--- src/rtl/seq_det_sy_if.sv ---
// Bus bundle for the serial pattern detector: bit stream, clear, and the
// registered detect / count / history outputs.
interface seq_det_sy_if #(
    parameter int N     = 4,
    parameter int CNT_W = 8
);
    logic             din_valid;
    logic             din;
    logic             clr;
    logic             detect;
    logic [CNT_W-1:0] match_count;
    logic [N-1:0]     hist;

    // Bit source / observer side
    modport master (
        output din_valid,
        output din,
        output clr,
        input  detect,
        input  match_count,
        input  hist
    );

    // Detector side
    modport slave (
        input  din_valid,
        input  din,
        input  clr,
        output detect,
        output match_count,
        output hist
    );
endinterface

--- src/rtl/seq_det_sy.sv ---
// Serial pattern detector fed by the registered bit-capture flop. Tracks the
// last N accepted bits, pulses detect for one cycle on each occurrence of
// PATTERN (MSB oldest), and keeps a saturating match count.
module seq_det_sy #(
    parameter int           N       = 4,
    parameter logic [N-1:0] PATTERN = 4'b1011,
    parameter bit           OVERLAP = 1'b1,
    parameter int           CNT_W   = 8
) (
    input  logic          clk,
    input  logic          rst,
    seq_det_sy_if.slave   bus
);
    localparam int FW = $clog2(N + 1);

    typedef enum logic [0:0] {
        FILL  = 1'b0,
        ARMED = 1'b1
    } state_t;

    state_t           state_q, state_d;
    logic [FW-1:0]    fill_q, fill_d;
    logic [N-1:0]     hist_q, hist_d;
    logic             detect_q, detect_d;
    logic [CNT_W-1:0] cnt_q, cnt_d;

    logic [N-1:0]     hist_acc;
    logic [FW-1:0]    fill_inc;
    logic             full_next;
    logic             match;

    // State register; reset wins over every other input
    always_ff @(posedge clk) begin
        if (rst) begin
            state_q  <= FILL;
            fill_q   <= '0;
            hist_q   <= '0;
            detect_q <= 1'b0;
            cnt_q    <= '0;
        end else begin
            state_q  <= state_d;
            fill_q   <= fill_d;
            hist_q   <= hist_d;
            detect_q <= detect_d;
            cnt_q    <= cnt_d;
        end
    end

    // Next-state, history shift, match decode and count update
    always_comb begin
        state_d  = state_q;
        fill_d   = fill_q;
        hist_d   = hist_q;
        detect_d = 1'b0;
        cnt_d    = cnt_q;

        hist_acc  = {hist_q[N-2:0], bus.din};
        // ARMED means fill already saturated at N
        fill_inc  = (state_q == ARMED) ? FW'(N) : fill_q + FW'(1);
        full_next = (fill_inc == FW'(N));
        match     = bus.din_valid && full_next && (hist_acc == PATTERN);

        if (bus.din_valid) begin
            if (match && !OVERLAP) begin
                // Non-overlapping: a completed match restarts the history
                hist_d  = '0;
                fill_d  = '0;
                state_d = FILL;
            end else begin
                hist_d  = hist_acc;
                fill_d  = fill_inc;
                state_d = full_next ? ARMED : FILL;
            end
        end

        detect_d = match;

        if (bus.clr) begin
            cnt_d = match ? CNT_W'(1) : '0;
        end else if (match && (cnt_q != '1)) begin
            cnt_d = cnt_q + CNT_W'(1);
        end
    end

    assign bus.detect      = detect_q;
    assign bus.match_count = cnt_q;
    assign bus.hist        = hist_q;
endmodule
--- src/flat_wrapper.sv ---
// flat-port wrapper written by rule: the top's interface ports become plain ports
module seq_det_sy_flat 
#(
    parameter int           N       = 4,
    parameter logic [N-1:0] PATTERN = 4'b1011,
    parameter bit           OVERLAP = 1'b1,
    parameter int           CNT_W   = 8
)
  (clk, rst, bus_din_valid, bus_din, bus_clr, bus_detect, bus_match_count, bus_hist);
  seq_det_sy_if #(.N(N), .CNT_W(CNT_W)) bus_i ();
  input  logic clk;
  input  logic rst;
  input wire logic [$bits(bus_i.din_valid)-1:0] bus_din_valid;
  input wire logic [$bits(bus_i.din)-1:0] bus_din;
  input wire logic [$bits(bus_i.clr)-1:0] bus_clr;
  output wire logic [$bits(bus_i.detect)-1:0] bus_detect;
  output wire logic [$bits(bus_i.match_count)-1:0] bus_match_count;
  output wire logic [$bits(bus_i.hist)-1:0] bus_hist;
  assign bus_i.din_valid = bus_din_valid;
  assign bus_i.din = bus_din;
  assign bus_i.clr = bus_clr;
  assign bus_detect = bus_i.detect;
  assign bus_match_count = bus_i.match_count;
  assign bus_hist = bus_i.hist;
  seq_det_sy #(.N(N), .PATTERN(PATTERN), .OVERLAP(OVERLAP), .CNT_W(CNT_W)) u_core (.clk(clk), .rst(rst), .bus(bus_i));
endmodule
--- config.mk ---
export PLATFORM = sky130hd
export DESIGN_NAME = seq_det_sy_flat
export DESIGN_NICKNAME = d
export VERILOG_FILES = /design/src/rtl/seq_det_sy_if.sv /design/src/rtl/seq_det_sy.sv /design/src/flat_wrapper.sv
export SDC_FILE = /design/constraint.sdc
export NUM_CORES = 1
export LEC_CHECK = 0
export CORE_ASPECT_RATIO = 1.25
export CORE_MARGIN = 1.5
export CORE_UTILIZATION = 47
export DETAILED_ROUTE_END_ITERATION = 8
export PLACE_DENSITY = 0.87
export SYNTH_ARGS = -nofsm -noshare
export SYNTH_HDL_FRONTEND = slang
export SYNTH_SLANG_ARGS = --single-unit
--- constraint.sdc ---
create_clock -name clk -period 1.8 [get_ports clk]
set_input_delay 0.18 -clock clk [delete_from_list [all_inputs] [get_ports clk]]
set_output_delay 0.18 -clock clk [all_outputs]
set_load 0.01 [all_outputs]
==> impl_metrics.csv <==
group,metric,value,unit
timing,setup_slack,0.130,ns
yosys,ys_ff_latch,17,
die,die_w,39.9,um
die,start_util,0.505,
cells_and_area,diodes,0,
timing,period_minus_slack,1.67,ns
yosys,yosys.area.top_type_share,0.426,
global_route,grt_overflow,0,
clock_tree,cts_max_path_buffers,2,
route,drt_first_iter_violations,7,
power,peakVddDrop,520,uV
route,first_pass_iters,3,
timing,setup_tns,0,ns
yosys,syn_nets,94,
placement,numPortBuffers,17,
yosys,synth_top_family_by_area,"simple AND/OR/NAND/NOR gates",
setup_path,cp_slowest_cell,"or4_1",
placement,post-place-ws,0.0654,ns
run,cap_violations,0,
cells_and_area,multiInputGateArea,435,um^2
setup_path,end_kind,"flop",
route,wl_per_cell,12.3,um
clock_tree,clkSinkCount,17,
timing,max_freq,599,MHz
yosys,synth.distinct_cells,30,
yosys,synth_compound_area_frac,0.130,
outcome,run_status,"complete, no violations",
yosys,synth_seq_area_share,0.426,
min_path,hold_depth,2,
yosys,synth.area.top_cells,"dfxtp_1, a21oi_1, mux2i_1",
timing,slew_headroom,0.862,
global_route,first_global_vias,710,
global_route,grt_pass1_wl,2.79,mm
die,core,1580,um^2
cells_and_area,fin_nets,120,
clock_tree,insertion_delay,0.29,ns
setup_path,critical_path.max_fanout,5,
setup_path,cp_cell_sequence,"ha_2 > xor2_2 > a31o_4 > nand4_4 > or4_1 > a21oi_1",
setup_path,reg2reg_depth,6,
setup_path,crit_required,2.03,ns
clock_tree,cts-root-buf,"clkbuf_4",
yosys,muxShareOfSynthArea,0.0502,
timing,setup_viol,0,
placement,dpl.hpwl,1.29,mm
timing,rsz0062_at_grt,"no",
clock_tree,cts_buffers,3,
cells_and_area,num-fill-cells,144,
timing,hold_viol_final,0,
global_route,grt_max_degree,11,
min_path,hold_class,"flop to flop",
die,num_io_pins,18,
yosys,synth_xor_xnor_area_share,0.0329,
die,dieArea,1960,um^2
route,drc,0,
yosys,synth_warnings,0,
cells_and_area,area_delta_synth_final,33.9,%
route,post_drt_via_cell_ratio,5.34,
global_route,antenna_found_initial,0,
power,power.density,605,nW/um^2
power,power.leakage,0.000399,uW
yosys,synth_top_area_cell,"dfxtp_1",
clock_tree,h-tree-depth,1,
clock_tree,clk_pin_slew,0.10,ns
die,fp.dieH,49.1,um
route,vias,694,
setup_path,worst-endpoint-arrival,1.90,ns
setup_path,max_stage_delay,0.40,ns
yosys,syn_inst,87,
placement,gp_congestion,0.690,
yosys,netlist_area,798,um^2
setup_path,crit_type,"flop to flop",
global_route,grtUsageTotal,0.199,
timing,fin_crit_sh,0.928,
yosys,synthAdderAreaFrac,0.0313,
route,wirelength,1.60,mm
setup_path,start_kind,"flop",
cells_and_area,drive_above_1_share,0.196,
timing,worst_pin_slew,0.205,ns
cells_and_area,seqCellArea,342,um^2
die,rows,16,
route,ant_nets,0,
yosys,syn_area_per_cell,9.18,um^2
clock_tree,cts_tree,"done",
timing,slew_violations,0,
timing,fin_skew,0.00278,ns
yosys,synth-simple-area-share,0.282,
## registers in the layout, summed over array words and instances, names as in the netlist
register,cells
u_core.bus.match_count,8
u_core.fill_q,3
u_core.bus.hist,4
u_core.state_q,1
u_core.bus.detect,1
## repair_timing
item	4_1_cts	5_1_grt
resized for setup	0	4
buffers inserted	0	0
hold buffers	0	0
endpoints found under the setup margin	0	4
## where the power goes
| part | internal (uW) | total [uW] | switching [uW] |
|---|---|---|---|
| logic | 26.7 | 51.3 | 24.6 |
| clock network | 82.8 | 206 | 124 |
| registers | 382 | 389 | 6.66 |
## synth_stat cells
cell type and number:
dfxtp_1 17, a21oi_1 10, nor2_1 9, nand2_1 6, inv_1 5, mux2i_1 4
nand3_1 3, or3_1 3, and3_1 2, clkbuf_1 2, ha_1 2, nor3_1 2
o31ai_1 2, or2_2 2, or4_1 2, xor2_1 2, a211oi_1 1, a2bb2oi_1 1
a31o_4 1, and2_1 1, buf_6 1, nand2_4 1, nand3_2 1, nand3b_1 1
nand4_1 1, nand4_4 1, nor2b_1 1, nor3_4 1, o21ai_0 1, xnor2_1 1
## layout make-up
type / count / share of cell area
Multi-Input combinational cell: 62 / 0.407
Tap cell: 18 / 0.0211
Clock buffer: 3 / 0.0211
Clock inverter: 1 / 0.00468
Sequential cell: 17 / 0.320
Timing Repair Buffer: 24 / 0.208
Inverter: 5 / 0.0176
## placed cells by master (no fill, tap or decap), drive strengths merged
cell           count
clkdlybuf4s50     17
dfxtp             17
a21oi             10
nor2               9
buf                7
nand2              7
inv                5
mux2i              4
nand3              4
clkbuf             3
nor3               3
or3                3
or2                2
and3               2
o31ai              2
or4                2
xor2               2
nand4              2
ha                 2
a31o               1
nand3b             1
and2               1
a2bb2oi            1
nor2b              1
a211oi             1
o21ai              1
xnor2              1
clkinv             1
## cell families (layout without fill, tap and decap cells)
family          Yosys count  count (layout)
buf+inv                   8              33
compound gates           16              16
mux                       4               4
simple gates             37              37
flops                    17              17
fa+ha+maj                 2               2
xor+xnor                  3               3
## metal layers
metal,GRT usage,share of wire
met1,0.211,0.41
met5,0,0
met2,0.358,0.54
met4,0.0862,0.014
met3,0.0274,0.034
## metrics by stage
stage          cell area (um^2)  hold slack, ns   util  instances  power (uW)
2_1_floorplan               798           0.327      -         87         427
3_3_place_gp               1020           0.454  0.648        126         446
3_5_place_dp               1020           0.459  0.648        126         449
4_1_cts                    1050           0.475  0.665        130         655
5_1_grt                    1070           0.529  0.676        130         680
6_report                   1070           0.474  0.676        130         647
## worst max-delay path: cells and delay by family, from the launching register on
kind,cells,cell delay (ns)
AOI/OAI and AO/OA,2,0.36
xor gates and xnor gates,1,0.15
adders and majority gates,1,0.22
DFF,1,0.37
and+or+nand+nor,2,0.50
## worst paths after layout
kind	from	endpoint	slack [ns]
setup / recovery	u_core.fill_q[0]	u_core.bus.match_count[5]	0.13
hold / removal	u_core.fill_q[1]	u_core.fill_q[1]	0.47
setup reg to reg	u_core.fill_q[0]	u_core.bus.match_count[5]	0.13
hold reg to reg	u_core.fill_q[1]	u_core.fill_q[1]	0.47
No activity file was read; power rests on OpenSTA's default activity.
==> edit, RTL diff (same settings) <==
`N` is set to 4 in 3 places; all go to 8.
--- a/src/rtl/seq_det_sy_if.sv
+++ b/src/rtl/seq_det_sy_if.sv
@@ -1,7 +1,7 @@
 // Bus bundle for the serial pattern detector: bit stream, clear, and the
 // registered detect / count / history outputs.
 interface seq_det_sy_if #(
-    parameter int N     = 4,
+    parameter int N     = 8,
     parameter int CNT_W = 8
 );
     logic             din_valid;
--- a/src/rtl/seq_det_sy.sv
+++ b/src/rtl/seq_det_sy.sv
@@ -2,7 +2,7 @@
 // last N accepted bits, pulses detect for one cycle on each occurrence of
 // PATTERN (MSB oldest), and keeps a saturating match count.
 module seq_det_sy #(
-    parameter int           N       = 4,
+    parameter int           N       = 8,
     parameter logic [N-1:0] PATTERN = 4'b1011,
     parameter bit           OVERLAP = 1'b1,
     parameter int           CNT_W   = 8
--- a/src/flat_wrapper.sv
+++ b/src/flat_wrapper.sv
@@ -1,7 +1,7 @@
 // flat-port wrapper written by rule: the top's interface ports become plain ports
 module seq_det_sy_flat 
 #(
-    parameter int           N       = 4,
+    parameter int           N       = 8,
     parameter logic [N-1:0] PATTERN = 4'b1011,
     parameter bit           OVERLAP = 1'b1,
     parameter int           CNT_W   = 8
Ports: changed (resized bus_hist); port bits go from 18 to 22. No check against the original RTL was run, so the function may have changed too.
==> edit against the unedited design <==
  * The run now ends with setup timing left
  * First-iteration DRC count rose by 71%
  * Clock power is 30% higher
  * Critical endpoint unchanged
  * Power increased by 33%
  * Sequential cell count up 5
  * Highest routed layer unchanged
  * Critical path depth unchanged
  * Worst setup slack worse by 290 ps
  * Synthesized area grew 26%
  * Fmax decreased by 15%
  * Wire length rose by 52%
  * Final area rose by 39%
==> edit: results (changes against the unedited design) <==
synth_commonest_cells: "dfxtp_1, nor2_1, mux2i_1"  # was dfxtp_1, a21oi_1, nor2_1
clk_pin_slew_ps: 120  # was 100 ps
synth.distinct_cells: 33  # was 30
syn_inst: 110  # was 87
cp.arrival_ps: 2160  # was 1900 ps
final.fill_count: 141  # was 144
violations: "setup timing"
worst_slack_ps: -161  # was 130 ps
hpwl_um: 1600  # was 1290 um
setup_viol: 6  # was 0
fin_total_pwr_mw: 0.863  # was 0.647 mW
port_buffers: 21  # was 17
powerSeq_mw: 0.502  # was 0.389 mW
fin_tns_setup_ps: -774  # was 0 ps
min_from: "u_core.fill_q[3]"  # was u_core.fill_q[1]
first_iter_violations: 12  # was 7
fin_cells: 171  # was 130
slew_headroom_pct: 68.0  # was 86.2%
grt_max_degree: 14  # was 11
synth_seq_area_share_pct: 43.7  # was 42.6%
dp_cells: 163  # was 126
wl_met2_um: 1280  # was 868 um
timing.rr.start: "u_core.fill_q[1]"  # was u_core.fill_q[0]
ctsResizeCount: 8  # was 0
cpPeakStageDelay_ps: 490  # was 400 ps
worstPathMaxFanout: 4  # was 5
cts_post_setup_buffers_inserted: 2  # was 0
cts_inserted_buffers: 3  # unchanged
via_count: 980  # was 694
grt_util_met1_pct: 23.5  # was 21.1%
place_area_sq_mm: 0.00136  # was 0.00102 sq mm
grt_pass1_vias: 906  # was 710
grt_util_met3_pct: 2.31  # was 2.74%
p_leak_nw: 0.594  # was 0.399 nW
drive_gt1_share_pct: 25.8  # was 19.6%
intPower_mw: 0.666  # was 0.492 mW
synth.area.top_cells: "dfxtp_1, mux2i_1, nor2_1, a21oi_1, or4_1"  # was dfxtp_1, a21oi_1, mux2i_1, nor2_1, ha_1
grt_usage_pct: 20.6  # was 19.9%
m1WireLength_um: 1010  # was 656 um
power_frac_comb_pct: 10.9  # was 7.9%
clock_skew_ps: 4.18  # was 2.78 ps
outcome: "finished, violations left"  # was complete, no violations
critical-path-top-delay-family: "compound AO/OA/AOI/OAI gates"  # was simple AND/OR/NAND/NOR gates
syn_nets: 117  # was 94
ir_drop_mv: 0.432  # was 0.520 mV
grt_pass1_wl_um: 3740  # was 2790 um
pre_cts_slack_ps: -370  # was 65.4 ps
globalplace.congestion: 0.826  # was 0.690
slowest_stage: "o41ai_4"  # was or4_1
grtUsageMet2_pct: 39.0  # was 35.8%
timing.hold.ws_ps: 515  # was 474 ps
firstDrtPassIters: 4  # was 3
routedWlPerCell_um: 14.3  # was 12.3 um
route.met3.wl_um: 107  # was 55 um
hold_end: "u_core.fill_q[3]"  # was u_core.fill_q[1]
[edit: cell count changes in the layout (fill, tap and decap cells not counted), moves of 2 or more]
cell / unedited run / this run
a21oi_1: 10 / 6
a31o_2: 0 / 2
buf_4: 7 / 17
buf_6: 0 / 2
clkdlybuf4s50_1: 17 / 21
dfxtp_1: 16 / 20
inv_1: 5 / 3
mux2i_1: 4 / 9
nor2_1: 9 / 19
or3_1: 2 / 0
[edit: logic make-up after synthesis]
family	count (synthesis)	share of synthesized area, %
AOI/OAI and AO/OA	21	17.1
adders and majority gates	2	2.48
buffers and inverters	7	2.73
DFF	22	43.7
muxes	9	8.94
and+or+nand+nor	49	25.0
[edit: cell type report]
| type | count | area [sq um] | share of cell area, % |
|---|---|---|---|
| Tap cell | 20 | 25.0 | 1.68 |
| Timing Repair Buffer | 40 | 360 | 24.2 |
| Inverter | 3 | 11.3 | 0.756 |
| Sequential cell | 22 | 445 | 29.9 |
| Clock buffer | 4 | 36.3 | 2.43 |
| Multi-Input combinational cell | 82 | 612 | 41.1 |
